[src/rtl/matrix_to_sevenseg_pkg.sv]
// Shared definitions for the LED-matrix to seven-segment decoder: geometry,
// segment indices, the segment-to-pixel map and the capture FSM state type.
package matrix_pkg;

  localparam int MATRIX_ROWS = 8;
  localparam int MATRIX_COLS = 4;

  localparam int SEG_A = 0;
  localparam int SEG_B = 1;
  localparam int SEG_C = 2;
  localparam int SEG_D = 3;
  localparam int SEG_E = 4;
  localparam int SEG_F = 5;
  localparam int SEG_G = 6;

  typedef struct packed {
    logic [2:0] row;
    logic [1:0] col;
  } pix_t;

  // Two pixels per segment, indexed [segment][pixel]
  localparam pix_t SEG_PIX [7][2] = '{
    '{'{3'd0, 2'd1}, '{3'd0, 2'd2}},
    '{'{3'd1, 2'd3}, '{3'd2, 2'd3}},
    '{'{3'd4, 2'd3}, '{3'd5, 2'd3}},
    '{'{3'd6, 2'd1}, '{3'd6, 2'd2}},
    '{'{3'd4, 2'd0}, '{3'd5, 2'd0}},
    '{'{3'd1, 2'd0}, '{3'd2, 2'd0}},
    '{'{3'd3, 2'd1}, '{3'd3, 2'd2}}
  };

  typedef enum logic [1:0] {
    ST_WAIT_COL = 2'd0,
    ST_SETTLE   = 2'd1,
    ST_HOLD     = 2'd2,
    ST_EMIT     = 2'd3
  } state_t;

endpackage

[src/rtl/matrix_to_sevenseg_if.sv]
// Matrix-side inputs and decoded seven-segment outputs of matrix_to_sevenseg.
interface matrix_to_sevenseg_if;
  logic [7:0] io_out;
  logic [3:0] io_col;
  logic [7:0] sevenseg_out;
  logic       frame_valid;
  logic       frame_error;
  logic       stale;

  modport master (output io_out, io_col, input sevenseg_out, frame_valid, frame_error, stale);
  modport slave  (input io_out, io_col, output sevenseg_out, frame_valid, frame_error, stale);
endinterface

[src/rtl/matrix_to_sevenseg_decode.sv]
// Combinational map of one captured 8x4 frame (1 = lit) to active-low
// segments plus a malformed-frame flag.
module matrix_frame_decode
  import matrix_pkg::*;
(
  input  logic [MATRIX_COLS-1:0][MATRIX_ROWS-1:0] frame,
  output logic [6:0]                              seg,
  output logic                                    error
);

  logic [MATRIX_COLS-1:0][MATRIX_ROWS-1:0] used_s;
  logic                                    partial_s;
  logic                                    p0_s;
  logic                                    p1_s;

  // Segment decode; a lone lit pixel of a pair or any unmapped pixel is an error
  always_comb begin
    used_s    = '0;
    seg       = 7'h7F;
    partial_s = 1'b0;
    p0_s      = 1'b0;
    p1_s      = 1'b0;
    for (int s = 0; s < 7; s++) begin
      p0_s = frame[SEG_PIX[s][0].col][SEG_PIX[s][0].row];
      p1_s = frame[SEG_PIX[s][1].col][SEG_PIX[s][1].row];
      seg[s] = ~(p0_s & p1_s);
      partial_s = partial_s | (p0_s ^ p1_s);
      used_s[SEG_PIX[s][0].col][SEG_PIX[s][0].row] = 1'b1;
      used_s[SEG_PIX[s][1].col][SEG_PIX[s][1].row] = 1'b1;
    end
    error = partial_s | (|(frame & ~used_s));
  end

endmodule

[src/rtl/matrix_to_sevenseg.sv]
// Receives a strobed 8x4 active-low LED matrix scan, captures each column once
// it has settled and turns every complete four-column frame into a segment byte.
module matrix_to_sevenseg
  import matrix_pkg::*;
#(
  parameter int SYNC_STAGES = 2,
  parameter int SETTLE      = 4,
  parameter int TIMEOUT     = 20000
) (
  input  logic                 clk,
  input  logic                 rst_n,
  matrix_to_sevenseg_if.slave  mif
);

  localparam int LIMIT = (TIMEOUT > SETTLE) ? TIMEOUT : SETTLE;
  localparam int CNT_W = $clog2(LIMIT) + 1;
  localparam logic [CNT_W-1:0] SETTLE_LAST  = CNT_W'(SETTLE - 1);
  localparam logic [CNT_W-1:0] TIMEOUT_LAST = CNT_W'(TIMEOUT - 1);
  localparam logic [CNT_W-1:0] TIMEOUT_MAX  = CNT_W'(TIMEOUT);

  logic [7:0] row_sync_s;
  logic [3:0] col_sync_s;
  logic [7:0] lit_s;
  logic       col_valid_s;
  logic [1:0] col_idx_s;

  state_t                                  state_r, state_nxt_s;
  logic [1:0]                              col_r;
  logic [7:0]                              row_ref_r;
  logic [CNT_W-1:0]                        settle_cnt_r;
  logic [CNT_W-1:0]                        tmo_cnt_r;
  logic [MATRIX_COLS-1:0][MATRIX_ROWS-1:0] frame_buf_r;
  logic [3:0]                              seen_r;
  logic [3:0]                              seen_nxt_s;
  logic                                    tmo_hit_s, capture_s, frame_done_s, restart_s;
  logic [6:0]                              seg_dec_s;
  logic                                    err_dec_s;
  logic [7:0]                              seg_r, seg_nxt_s;
  logic                                    fv_r, fv_nxt_s, err_r, err_nxt_s, stale_r, stale_nxt_s;

  generate
    if (SYNC_STAGES == 0) begin : g_nosync
      assign row_sync_s = mif.io_out;
      assign col_sync_s = mif.io_col;
    end else begin : g_sync
      logic [7:0] row_pipe_r [SYNC_STAGES];
      logic [3:0] col_pipe_r [SYNC_STAGES];
      // Synchronizer chain, idles at the "nothing strobed" level
      always_ff @(posedge clk) begin
        if (!rst_n) begin
          for (int i = 0; i < SYNC_STAGES; i++) begin
            row_pipe_r[i] <= 8'hFF;
            col_pipe_r[i] <= 4'hF;
          end
        end else begin
          row_pipe_r[0] <= mif.io_out;
          col_pipe_r[0] <= mif.io_col;
          for (int i = 1; i < SYNC_STAGES; i++) begin
            row_pipe_r[i] <= row_pipe_r[i-1];
            col_pipe_r[i] <= col_pipe_r[i-1];
          end
        end
      end
      assign row_sync_s = row_pipe_r[SYNC_STAGES-1];
      assign col_sync_s = col_pipe_r[SYNC_STAGES-1];
    end
  endgenerate

  assign lit_s = ~row_sync_s;

  // One-cold strobe to column index
  always_comb begin
    col_valid_s = 1'b1;
    col_idx_s   = 2'd0;
    case (col_sync_s)
      4'b1110: col_idx_s = 2'd0;
      4'b1101: col_idx_s = 2'd1;
      4'b1011: col_idx_s = 2'd2;
      4'b0111: col_idx_s = 2'd3;
      default: col_valid_s = 1'b0;
    endcase
  end

  assign tmo_hit_s    = (tmo_cnt_r == TIMEOUT_LAST);
  assign capture_s    = (state_r == ST_SETTLE) && col_valid_s && (col_idx_s == col_r) &&
                        (lit_s == row_ref_r) && (settle_cnt_r == SETTLE_LAST) && !tmo_hit_s;
  assign seen_nxt_s   = seen_r | (4'b0001 << col_r);
  assign frame_done_s = capture_s && (seen_nxt_s == 4'hF);
  assign restart_s    = col_valid_s && !tmo_hit_s &&
                        ((state_r == ST_WAIT_COL) ||
                         (((state_r == ST_SETTLE) || (state_r == ST_HOLD)) && (col_idx_s != col_r)));

  matrix_frame_decode u_decode (
    .frame (frame_buf_r),
    .seg   (seg_dec_s),
    .error (err_dec_s)
  );

  // State register
  always_ff @(posedge clk) begin
    if (!rst_n) begin
      state_r <= ST_WAIT_COL;
    end else begin
      state_r <= state_nxt_s;
    end
  end

  // Next-state logic; a timeout abandons whatever was in progress
  always_comb begin
    state_nxt_s = state_r;
    if (tmo_hit_s) begin
      state_nxt_s = ST_WAIT_COL;
    end else begin
      case (state_r)
        ST_WAIT_COL: state_nxt_s = col_valid_s ? ST_SETTLE : ST_WAIT_COL;
        ST_SETTLE: begin
          if (!col_valid_s)      state_nxt_s = ST_WAIT_COL;
          else if (capture_s)    state_nxt_s = frame_done_s ? ST_EMIT : ST_HOLD;
          else                   state_nxt_s = ST_SETTLE;
        end
        ST_HOLD: begin
          if (!col_valid_s)             state_nxt_s = ST_WAIT_COL;
          else if (col_idx_s != col_r)  state_nxt_s = ST_SETTLE;
          else                          state_nxt_s = ST_HOLD;
        end
        ST_EMIT:  state_nxt_s = ST_HOLD;
        default:  state_nxt_s = ST_WAIT_COL;
      endcase
    end
  end

  // Output logic: outputs change only on EMIT, stale also on timeout
  always_comb begin
    seg_nxt_s   = seg_r;
    fv_nxt_s    = 1'b0;
    err_nxt_s   = err_r;
    stale_nxt_s = stale_r;
    if (state_r == ST_EMIT) begin
      seg_nxt_s   = {1'b1, seg_dec_s};
      fv_nxt_s    = 1'b1;
      err_nxt_s   = err_dec_s;
      stale_nxt_s = 1'b0;
    end else if (tmo_hit_s) begin
      stale_nxt_s = 1'b1;
    end else begin
      stale_nxt_s = stale_r;
    end
  end

  // Capture datapath, counters and registered outputs
  always_ff @(posedge clk) begin
    if (!rst_n) begin
      col_r        <= 2'd0;
      row_ref_r    <= 8'h00;
      settle_cnt_r <= '0;
      tmo_cnt_r    <= '0;
      frame_buf_r  <= '0;
      seen_r       <= 4'h0;
      seg_r        <= 8'hFF;
      fv_r         <= 1'b0;
      err_r        <= 1'b0;
      stale_r      <= 1'b1;
    end else begin
      seg_r   <= seg_nxt_s;
      fv_r    <= fv_nxt_s;
      err_r   <= err_nxt_s;
      stale_r <= stale_nxt_s;
      if (capture_s) begin
        frame_buf_r[col_r] <= row_ref_r;
      end
      if (tmo_hit_s || (state_r == ST_EMIT)) begin
        seen_r <= 4'h0;
      end else if (capture_s) begin
        seen_r <= seen_nxt_s;
      end
      if (capture_s) begin
        tmo_cnt_r <= '0;
      end else if (tmo_cnt_r != TIMEOUT_MAX) begin
        tmo_cnt_r <= tmo_cnt_r + 1'b1;
      end
      // Any row movement while settling restarts the stability count
      if (restart_s) begin
        col_r        <= col_idx_s;
        row_ref_r    <= lit_s;
        settle_cnt_r <= '0;
      end else if ((state_r == ST_SETTLE) && (lit_s != row_ref_r)) begin
        row_ref_r    <= lit_s;
        settle_cnt_r <= '0;
      end else if (settle_cnt_r != SETTLE_LAST) begin
        settle_cnt_r <= settle_cnt_r + 1'b1;
      end
    end
  end

  assign mif.sevenseg_out = seg_r;
  assign mif.frame_valid  = fv_r;
  assign mif.frame_error  = err_r;
  assign mif.stale        = stale_r;

endmodule

[src/flat_wrapper.sv]
// flat-port wrapper written by rule: the top's interface ports become plain ports
module matrix_to_sevenseg_flat import matrix_pkg::*;
#(
  parameter int SYNC_STAGES = 2,
  parameter int SETTLE      = 4,
  parameter int TIMEOUT     = 20000
)
  (clk, rst_n, mif_io_out, mif_io_col, mif_sevenseg_out, mif_frame_valid, mif_frame_error, mif_stale);
  matrix_to_sevenseg_if mif_i ();
  input  logic clk;
  input  logic rst_n;
  input wire logic [$bits(mif_i.io_out)-1:0] mif_io_out;
  input wire logic [$bits(mif_i.io_col)-1:0] mif_io_col;
  output wire logic [$bits(mif_i.sevenseg_out)-1:0] mif_sevenseg_out;
  output wire logic [$bits(mif_i.frame_valid)-1:0] mif_frame_valid;
  output wire logic [$bits(mif_i.frame_error)-1:0] mif_frame_error;
  output wire logic [$bits(mif_i.stale)-1:0] mif_stale;
  assign mif_i.io_out = mif_io_out;
  assign mif_i.io_col = mif_io_col;
  assign mif_sevenseg_out = mif_i.sevenseg_out;
  assign mif_frame_valid = mif_i.frame_valid;
  assign mif_frame_error = mif_i.frame_error;
  assign mif_stale = mif_i.stale;
  matrix_to_sevenseg #(.SYNC_STAGES(SYNC_STAGES), .SETTLE(SETTLE), .TIMEOUT(TIMEOUT)) u_core (.clk(clk), .rst_n(rst_n), .mif(mif_i));
endmodule
[config.mk]
export PLATFORM = sky130hd
export DESIGN_NAME = matrix_to_sevenseg_flat
export DESIGN_NICKNAME = d
export VERILOG_FILES = /design/src/rtl/matrix_to_sevenseg_pkg.sv /design/src/rtl/matrix_to_sevenseg_if.sv /design/src/rtl/matrix_to_sevenseg_decode.sv /design/src/rtl/matrix_to_sevenseg.sv /design/src/flat_wrapper.sv
export SDC_FILE = /design/constraint.sdc
export NUM_CORES = 1
export LEC_CHECK = 0
export BUFFER_PORTS_ARGS = -buffer_cell sky130_fd_sc_hd__buf_2
export CAP_MARGIN = 20
export CORE_MARGIN = 2
export CORE_UTILIZATION = 30
export CTS_CLUSTER_SIZE = 30
export DETAILED_ROUTE_END_ITERATION = 10
export PLACE_DENSITY = 0.44
export SETUP_SLACK_MARGIN = 0.4
export SLEW_MARGIN = 10
export SYNTH_ARGS = -nofsm -noshare
export SYNTH_HDL_FRONTEND = slang
export SYNTH_SLANG_ARGS = --single-unit
export TNS_END_PERCENT = 20
[constraint.sdc]
create_clock -name clk -period 3.4 [get_ports clk]
set_input_delay 0.34 -clock clk [delete_from_list [all_inputs] [get_ports clk]]
set_output_delay 0.34 -clock clk [all_outputs]
set_load 0.05 [all_outputs]
==> impl_metrics.py, run 1 <==
metrics = {
    "power_and_ir_drop": {
        "power_mw": 3.31,
        "leakagePower_nw": 2.27,
        "worst_ir_drop_vdd_mv": 0.413,
        "power_density_nw_per_um2": 575,
    },
    "logic_synthesis": {
        "synth_top_cell_by_area": "dfxtp_1",
        "syn_area_sq_um": 4890,
        "synth-edff-count": 0,
        "synth_area_leaders": "dfxtp_1, mux2i_1, nand2_1",
        "yosysWarnings": 0,
        "ys_ff_latch": 114,
        "netlist.area_leader.share_pct": 46.6,
        "synth_cells": 496,
        "ys_seq_area_share_pct": 46.6,
        "synthTopCellsByCount": "dfxtp_1, nand2_1, mux2i_1",
        "avgSynthCellArea_sq_um": 9.87,
        "synth.net_count": 525,
        "yosysMostFrequentCell": "dfxtp_1",
        "ys.flop_type": "dfxtp_1",
        "ys_types": 57,
        "async_flop_share_pct": 0,
    },
    "final_layout": {
        "nFillCells": 1641,
        "area_growth_pct": 17.6,
        "fin_area_sq_um": 5750,
        "multi_input_area_sq_um": 2440,
        "antennaDiodeCount": 0,
        "regArea_sq_um": 2280,
        "final_cells": 745,
        "layout.nets": 546,
        "drive_gt1_share_pct": 14.9,
        "utilization_pct": 36.1,
    },
    "timing": {
        "maxSlewViolCount": 0,
        "setup_violations": 0,
        "max_freq_mhz": 393,
        "tightest_slew_ns": 0.661,
        "fin_crit_sh_pct": 74.9,
        "setup_tns_ns": 0,
        "finalCriticalPeriod_ns": 2.55,
        "worst_slack_ns": 0.855,
        "skew_ns": 0.00833,
        "hold_viol": 0,
        "holdWs_ns": 0.111,
        "slew_headroom_pct": 55.7,
        "rsz0062_at_grt": "false",
    },
    "global_routing": {
        "grt_pass1_wl_um": 16100,
        "grt_overflow": 0,
        "first_global_vias": 3226,
        "grt_antenna_before_repair": 0,
        "grt_max_degree": 43,
        "track_usage_pct": 11.7,
    },
    "route": {
        "detail_route.vias_per_cell": 4.50,
        "drc": 0,
        "ant_nets": 0,
        "drt_iter0_drc": 184,
        "dr.pass1.iters": 4,
        "drt-total-wl_um": 9380,
        "dr_total_vias": 3350,
        "wl_per_cell_um": 12.6,
    },
    "worst_setup_path": {
        "crit_arrival_ns": 2.81,
        "crit_start": "u_core.settle_cnt_r[0]$_SDFFE_PP0P_",
        "crit_path_end": "u_core.frame_buf_r[4]$_SDFFE_PN0P_",
        "end_kind": "flip-flop",
        "reg2reg_to": "u_core.frame_buf_r[4]$_SDFFE_PN0P_",
        "worstPathMaxFanout": 9,
        "ff2ff_path_depth": 6,
        "r2r_setup_slack_ns": 0.85,
        "crit_required_ns": 3.67,
        "critPathKind": "flip-flop to flip-flop",
        "reg2reg_from": "u_core.settle_cnt_r[0]$_SDFFE_PP0P_",
        "start_kind": "flip-flop",
    },
    "clock_tree": {
        "cts.repair.resized": 0,
        "postCtsSetupBuffers": 0,
        "cts_tree": "yes",
        "clkLatencyLatePin_ns": 0.41,
        "htreeDepth": 4,
        "path_clk_slew_ns": 0.05,
        "cts_buffers": 17,
        "cts_root_buffer": "clkbuf_16",
        "clkSinkCount": 114,
        "clk_path_buf_depth": 2,
        "ctsHoldBuffers": 0,
    },
    "floorplanning": {
        "die-height_um": 132,
        "start_util_pct": 30.7,
        "die-area_sq_um": 17400,
        "die_w_um": 132,
        "io_pins": 25,
        "core_sq_um": 15900,
        "row_count": 46,
    },
    "min_path": {
        "hold_class": "input port to flip-flop",
    },
    "placed_design": {
        "dp_slack_ns": 0.808,
        "gp_congestion": 0.753,
        "dp_hpwl_um": 6440,
        "placed_area_sq_um": 5160,
        "dp_cells": 714,
        "port_buffers": 23,
    },
    "outcome": {
        "run_status": "finished clean",
    },
    "job": {
        "max-cap-violations": 0,
    },
}
==> state kept, by name, summed over array words and instances (netlist names) <==
signal and flops:
u_core.tmo_cnt_r 16, u_core.mif.stale 1, u_core.state_r 2, u_core.g_sync.col_pipe_r 8
u_core.seen_r 4, u_core.row_ref_r 8, u_core.frame_buf_r 32, u_core.g_sync.row_pipe_r 16
u_core.mif.frame_error 1, u_core.col_r 2, u_core.mif.sevenseg_out 7, u_core.mif.frame_valid 1
u_core.settle_cnt_r 16
==> cells by family (layout without fill, tap and decap cells) <==
logic type               count (synthesis)  count (layout)  synth area share [%]
other                                    1               1                0.0766
AND/OR/NAND/NOR                        218             218                  24.4
adder cells (fa/ha/maj)                 15              15                  3.83
flip-flops                             114             114                  46.6
buffers and inverters                   34              67                  3.58
multiplexers                            44              44                  9.00
XOR/XNOR                                38              38                  6.80
AO/OA/AOI/OAI                           32              32                  5.67
==> routing by layer <==
| metal | vias up | GRT usage, % | wire length [um] |
|---|---|---|---|
| li1 | 1752 | - | - |
| met1 | 1547 | 15.8 | 4980 |
| met2 | 44 | 16.7 | 3940 |
| met3 | 7 | 4.23 | 337 |
| met4 | 0 | 5.13 | 130 |
| met5 | - | 0 | 0 |
==> worst max-delay path: stages (launching register included) <==
cell,delay [ns]
dfxtp_1,0.41
ha_1,0.26
nor4b_2,0.26
nand4_2,0.25
nor4_4,0.37
nand4_1,0.59
mux2i_1,0.26
==> cell type report <==
cell class                 count  share of cell area [%]
tap                          216                    4.70
clock inverter                 5                    1.74
clock buffer                  26                    8.50
multi-input combinational    348                    42.4
sequential                   114                    39.7
inverter                      10                   0.652
timing repair buffer          26                    2.39
==> cell usage in the layout, fill, tap and decap left out, types with 14 or more instances in the layout <==
cell       count
buf_2         23
clkbuf_16     17
dfxtp_1      114
ha_1          15
mux2i_1       44
nand2_1       65
nand2b_1      34
nand3_1       14
nand4_1       19
nor2_1        31
xor2_1        26
==> how the worst min path moves through the flow <==
stage / startpoint / endpoint / slack (ns) / cells after the start
global placement: u_core.g_sync.col_pipe_r[0][3]$_SDFF_PN1_ / u_core.g_sync.col_pipe_r[0][7]$_SDFF_PN1_ / 0.39 / 1
finish: mif_io_out[4] / u_core.g_sync.row_pipe_r[0][4]$_SDFF_PN1_ / 0.11 / 2
CTS: mif_io_out[6] / u_core.g_sync.row_pipe_r[0][6]$_SDFF_PN1_ / 0.08 / 2
detailed placement: u_core.g_sync.col_pipe_r[0][2]$_SDFF_PN1_ / u_core.g_sync.col_pipe_r[0][6]$_SDFF_PN1_ / 0.39 / 1
global route: mif_io_out[6] / u_core.g_sync.row_pipe_r[0][6]$_SDFF_PN1_ / 0.09 / 2
floorplan: u_core.g_sync.col_pipe_r[0][0]$_SDFF_PN1_ / u_core.g_sync.col_pipe_r[0][4]$_SDFF_PN1_ / 0.39 / 1
==> power by group <==
part | internal, mW | switching, mW | total (mW)
sequential | 1.36 | 0.0232 | 1.39
clock | 1.20 | 0.566 | 1.77
combinational | 0.0608 | 0.0938 | 0.155
Power figures use the tool's default switching activity.
==> inputs of run 2 (changes only) <==
--- a/config.mk
+++ b/config.mk
@@ -11,7 +11,7 @@
 export CORE_UTILIZATION = 30
 export CTS_CLUSTER_SIZE = 30
 export DETAILED_ROUTE_END_ITERATION = 10
-export PLACE_DENSITY = 0.44
+export PLACE_DENSITY = 0.45
 export SETUP_SLACK_MARGIN = 0.4
 export SLEW_MARGIN = 10
 export SYNTH_ARGS = -nofsm -noshare
==> constraint.sdc (replaced) <==
create_clock -name clk -period 2.1 [get_ports clk]
set_input_delay 0.21 -clock clk [delete_from_list [all_inputs] [get_ports clk]]
set_output_delay 0.21 -clock clk [all_outputs]
set_load 0.05 [all_outputs]
==> run 2 against run 1 <==
Effect of this change:
- cell count is 5.5% higher
- core utilization is 3.5 points higher
- largest cell class unchanged
- sequential share of layout area is 3.1 points lower
- flip-flop and latch count stayed put
- die area stayed put
- critical endpoint is now u_core.state_r[1]$_SDFF_PP0_
- worst hold slack better by 0.030 ns
- combinational power is 120% higher
==> impl_metrics.py, run 2 (synthesis results as in run 1) <==
metrics = {
    "clock_tree": {
        "htreeDepth": 4,
        "clkSinkCount": 114,
        "path_clk_slew_ns": 0.05,
        "cts_root_buffer": "clkbuf_16",
        "clk_path_buf_depth": 2,
        "cts_buffers": 17,
        "cts_tree": "yes",
        "clkLatencyLatePin_ns": 0.41,
    },
    "timing": {
        "max_freq_mhz": 512,
        "rsz0062_at_grt": "true",
        "setup_tns_ns": 0,
        "hold_viol": 0,
        "maxSlewViolCount": 0,
        "finalCriticalPeriod_ns": 1.95,
        "skew_ns": 0.00560,
        "fin_crit_sh_pct": 93.0,
        "setup_violations": 0,
    },
    "route": {
        "wl_per_cell_um": 12.9,
        "detail_route.vias_per_cell": 4.52,
        "dr.pass1.iters": 4,
        "drt_iter0_drc": 169,
        "dr_total_vias": 3549,
        "ant_nets": 0,
        "drt-total-wl_um": 10200,
        "drc": 0,
    },
    "worst_setup_path": {
        "critPathMaxStageDelay_ns": 0.33,
        "start_kind": "flip-flop",
        "crit_required_ns": 2.41,
        "slowest_stage": "dfxtp_2",
        "end_kind": "flip-flop",
        "crit_arrival_ns": 2.26,
        "worstPathMaxFanout": 6,
        "critical_path.top_delay_family": "simple AND/OR/NAND/NOR gates",
        "path_cells": "ha_4 > and4_4 > and4_4 > nor4_4 > buf_4 > buf_6 > buf_4 > a211oi_1 > nor4_1",
        "cp_num_buf_inv": 3,
        "critPathKind": "flip-flop to flip-flop",
    },
    "power_and_ir_drop": {
        "power_mw": 5.51,
        "leakagePower_nw": 2.50,
        "power_density_nw_per_um2": 873,
        "worst_ir_drop_vdd_mv": 0.658,
    },
    "placed_design": {
        "port_buffers": 23,
        "dp_cells": 730,
        "dp_hpwl_um": 6740,
        "gp_congestion": 0.791,
    },
    "global_routing": {
        "grt_max_degree": 43,
        "grt_pass1_wl_um": 17400,
        "grt_overflow": 0,
        "track_usage_pct": 12.7,
        "grt_antenna_before_repair": 0,
        "first_global_vias": 3575,
    },
    "final_layout": {
        "area_growth_pct": 29.0,
        "nFillCells": 1605,
        "drive_gt1_share_pct": 22.6,
        "antennaDiodeCount": 0,
        "final_cell_mix": "dfxtp_1, nand2_1, mux2i_1",
        "layout.nets": 586,
        "largest_reg_flops": 32,
        "final_cells": 786,
        "final_common_cell": "dfxtp_1",
        "registers.top_by_ff_count": "u_core.frame_buf_r",
    },
    "floorplanning": {
        "core_sq_um": 15900,
        "die-area_sq_um": 17400,
        "die-height_um": 132,
        "start_util_pct": 30.7,
        "row_count": 46,
        "die_w_um": 132,
        "io_pins": 25,
    },
    "outcome": {
        "run_status": "finished clean",
    },
    "min_path": {
        "hold_class": "input port to flip-flop",
    },
    "job": {
        "max-cap-violations": 0,
    },
}
run 2: cell count changes in the layout (fill, tap and decap cells not counted), sizes merged:
cell,delta
clkbuf,-2
buf,+28
bufinv,-1
clkinv,+1
dlygate4sd3,+12
clkinvlp,+3
run 2: what timing repair did:
action / 4_1_cts / 5_1_grt
hold buffers: 12 / 0
endpoints found under the hold margin: 12 / 0
gates cloned: 1 / 0
pin swaps: 2 / 1
setup buffers: 10 / 1
setup endpoints to repair: 80 / 80
resized for setup: 20 / 4
run 2: cell type report:
cell class | count | area (sq um) | area share [%]
timing repair buffer | 66 | 578 | 9.16
inverter | 10 | 37.5 | 0.595
sequential | 114 | 2300 | 36.5
clock buffer | 24 | 513 | 8.13
clock inverter | 8 | 97.6 | 1.55
tap | 216 | 270 | 4.28
multi-input combinational | 348 | 2510 | 39.8
run 2: power by group:
group          leakage [nW]  internal (mW)  switching [mW]  total [mW]
clock                 0.293           1.93           0.985        2.92
combinational          1.28          0.170           0.173       0.343
sequential            0.928           2.21          0.0379        2.25
run 2: stage by stage:
step | hold WS (ns) | instance area [sq um] | utilization, % | setup WS (ns)
after floorplan | 0.311 | 4920 | - | 0.218
after global placement | 0.390 | 5380 | 33.7 | 0.114
after detailed placement | 0.392 | 5380 | 33.7 | 0.0654
after CTS | 0.136 | 6290 | 39.5 | 0.150
after global routing | 0.155 | 6310 | 39.6 | 0.0485
final | 0.141 | 6310 | 39.6 | 0.148
run 2: worst paths after layout:
check | to | depth (start not counted) | slack (ns) | startpoint
setup / recovery | u_core.state_r[1]$_SDFF_PP0_ | 9 | 0.15 | u_core.tmo_cnt_r[1]$_SDFFE_PP0P_
setup reg to reg | u_core.state_r[1]$_SDFF_PP0_ | 9 | 0.15 | u_core.tmo_cnt_r[1]$_SDFFE_PP0P_
hold reg to reg | u_core.g_sync.row_pipe_r[0][11]$_SDFF_PN1_ | 1 | 0.40 | u_core.g_sync.row_pipe_r[0][3]$_SDFF_PN1_
hold / removal | u_core.g_sync.col_pipe_r[0][0]$_SDFF_PN1_ | 2 | 0.14 | rst_n
run 2: routing by layer:
metal,up-vias,GRT usage [%],share of wire [%]
met3,17,3.69,2.9
met1,1672,16.0,50
met4,0,5.86,2.0
li1,1824,-,-
met2,36,20.0,45
met5,-,0,0
==> inputs of run 3 (changes only) <==
--- a/config.mk
+++ b/config.mk
@@ -8,10 +8,10 @@
 export BUFFER_PORTS_ARGS = -buffer_cell sky130_fd_sc_hd__buf_2
 export CAP_MARGIN = 20
 export CORE_MARGIN = 2
-export CORE_UTILIZATION = 30
+export CORE_UTILIZATION = 50
 export CTS_CLUSTER_SIZE = 30
 export DETAILED_ROUTE_END_ITERATION = 10
-export PLACE_DENSITY = 0.45
+export PLACE_DENSITY = 0.69
 export SETUP_SLACK_MARGIN = 0.4
 export SLEW_MARGIN = 10
 export SYNTH_ARGS = -nofsm -noshare
==> run 3 against run 2 <==
Effect of this change:
- first-iteration DRC count down 22%
- sequential power is essentially flat
- worst hold slack worse by 0.044 ns
- core utilization increased by 24 points
- critical path type unchanged
- largest power group unchanged
==> impl_metrics.py, run 3 (synthesis results as in run 1) <==
metrics = {
    "floorplanning": {
        "die_w_um": 103,
        "die-height_um": 103,
        "start_util_pct": 50.8,
        "row_count": 36,
        "io_pins": 25,
        "core_sq_um": 9640,
        "die-area_sq_um": 10600,
    },
    "job": {
        "max-cap-violations": 0,
    },
    "global_routing": {
        "track_usage_pct": 19.2,
        "grt_max_degree": 35,
        "grt_antenna_before_repair": 0,
        "grt_pass1_wl_um": 15800,
        "first_global_vias": 3454,
        "grt_overflow": 0,
    },
    "final_layout": {
        "antennaDiodeCount": 0,
        "registers.top_by_ff_count": "u_core.frame_buf_r",
        "final_cell_mix": "dfxtp_1, nand2_1, mux2i_1",
        "fin_area_sq_um": 6150,
        "area_growth_pct": 25.7,
        "largest_reg_flops": 32,
        "drive_gt1_share_pct": 24.6,
        "final_common_cell": "dfxtp_1",
        "layout.nets": 581,
    },
    "placed_design": {
        "placed_area_sq_um": 5200,
        "gp_congestion": 0.781,
        "dp_slack_ns": 0.0529,
        "dp_hpwl_um": 5960,
        "port_buffers": 23,
    },
    "route": {
        "drt-total-wl_um": 9630,
        "drc": 0,
        "drt_iter0_drc": 131,
        "ant_nets": 0,
        "dr.pass1.iters": 4,
        "dr_total_vias": 3629,
        "detail_route.vias_per_cell": 5.21,
        "wl_per_cell_um": 13.8,
    },
    "timing": {
        "hold_viol": 0,
        "finalCriticalPeriod_ns": 2.01,
        "fin_crit_sh_pct": 95.9,
        "maxSlewViolCount": 0,
        "holdWs_ns": 0.0975,
        "worst_slack_ns": 0.0863,
        "skew_ns": 0.0119,
        "setup_violations": 0,
        "rsz0062_at_grt": "true",
        "max_freq_mhz": 497,
    },
    "clock_tree": {
        "clk_path_buf_depth": 2,
        "path_clk_slew_ns": 0.06,
        "cts_buffers": 17,
        "cts_root_buffer": "clkbuf_8",
        "clkSinkCount": 114,
        "cts_tree": "yes",
        "clkLatencyLatePin_ns": 0.52,
        "htreeDepth": 4,
    },
    "power_and_ir_drop": {
        "leakagePower_nw": 2.45,
        "swShare_pct": 22.5,
        "power_mw": 5.17,
        "power_frac_seq_pct": 43.5,
        "worst_ir_drop_vdd_mv": 0.473,
        "p_comb_share_pct": 6.5,
        "clock_power_share_pct": 50.1,
        "internal_power_mw": 4.01,
        "p_switching_mw": 1.17,
        "power_density_nw_per_um2": 841,
    },
    "worst_setup_path": {
        "worstPathMaxFanout": 5,
        "reg2reg_from": "u_core.tmo_cnt_r[1]$_SDFFE_PP0P_",
        "crit_arrival_ns": 2.45,
        "critPathKind": "flip-flop to flip-flop",
        "start_kind": "flip-flop",
        "crit_start": "u_core.tmo_cnt_r[1]$_SDFFE_PP0P_",
        "end_kind": "flip-flop",
        "crit_required_ns": 2.54,
    },
    "outcome": {
        "run_status": "finished clean",
    },
    "min_path": {
        "hold_class": "input port to flip-flop",
        "min_from": "rst_n",
    },
}
[run 3: cell types whose count changed in the layout (fill, tap and decap cells not counted), moves of 2 or more]
cell / previous run / this run
dfxtp_4: 4 / 6
nor2_2: 10 / 18
clkinv_4: 0 / 2
nor4_4: 1 / 3
a21boi_1: 3 / 0
clkinvlp_4: 3 / 1
clkinv_2: 3 / 6
clkbuf_16: 18 / 16
a21boi_2: 0 / 3
nor2_1: 31 / 23
buf_12: 6 / 3
[run 3: power by group through the flow]
stage	Combinational [mW]	Sequential [mW]	Clock, mW
2_1_floorplan	0.220	2.27	0
3_3_place_gp	0.264	2.29	0
3_5_place_dp	0.270	2.29	0
4_1_cts	0.310	2.25	2.62
5_1_grt	0.366	2.25	2.74
6_report	0.334	2.25	2.59
[run 3: through the flow]
step                utilization [%]  TNS [ns]  instances
global route                   63.8  -0.00709        697
detailed placement             53.9         0        642
global placement               53.9         0        642
finish                         63.8         0        697
floorplan                         -         0        496
CTS                            62.1         0        695
[run 3: final timing paths]
kind / end / slack [ns] / cells after the start
worst max-delay path: u_core.frame_buf_r[16]$_SDFFE_PN0P_ / 0.09 / 8
worst min-delay path: u_core.mif.sevenseg_out[1]$_SDFFE_PN1P_ / 0.1 / 2
worst max register to register: u_core.frame_buf_r[16]$_SDFFE_PN0P_ / 0.09 / 8
worst min register to register: u_core.g_sync.row_pipe_r[0][10]$_SDFF_PN1_ / 0.40 / 1
[run 3: layout make-up]
class | instances | area [sq um]
sequential | 114 | 2310
multi-input combinational | 348 | 2610
tap | 133 | 166
timing repair buffer | 61 | 483
clock inverter | 10 | 85.1
fill | 782 | 3490
inverter | 10 | 37.5
clock buffer | 21 | 459
[run 3: worst max-delay path, cell delays in order (launching register included)]
cell	delay, ns
dfxtp_2	0.33
ha_4	0.16
and4_4	0.14
and4_4	0.20
nor4_4	0.34
buf_4	0.18
nand4_1	0.19
buf_6	0.21
mux2i_1	0.18
[run 3: timing repair]
item | in CTS | in global routing
gates cloned | 1 | 0
pin swaps | 2 | 30
hold endpoints to repair | 12 | 0
resized for setup | 15 | 35
setup endpoints to repair | 80 | 80
hold buffers | 12 | 0
buffers inserted | 9 | 2
[run 3: metal layers]
layer  GRT usage (%)  part of all wire [%]  vias to the layer above
met2            32.4                    51                       83
li1                -                     -                     1814
met1            22.5                    44                     1716
met4            9.21                   1.4                        0
met5               0                     0                        -
met3            5.56                   4.1                       16
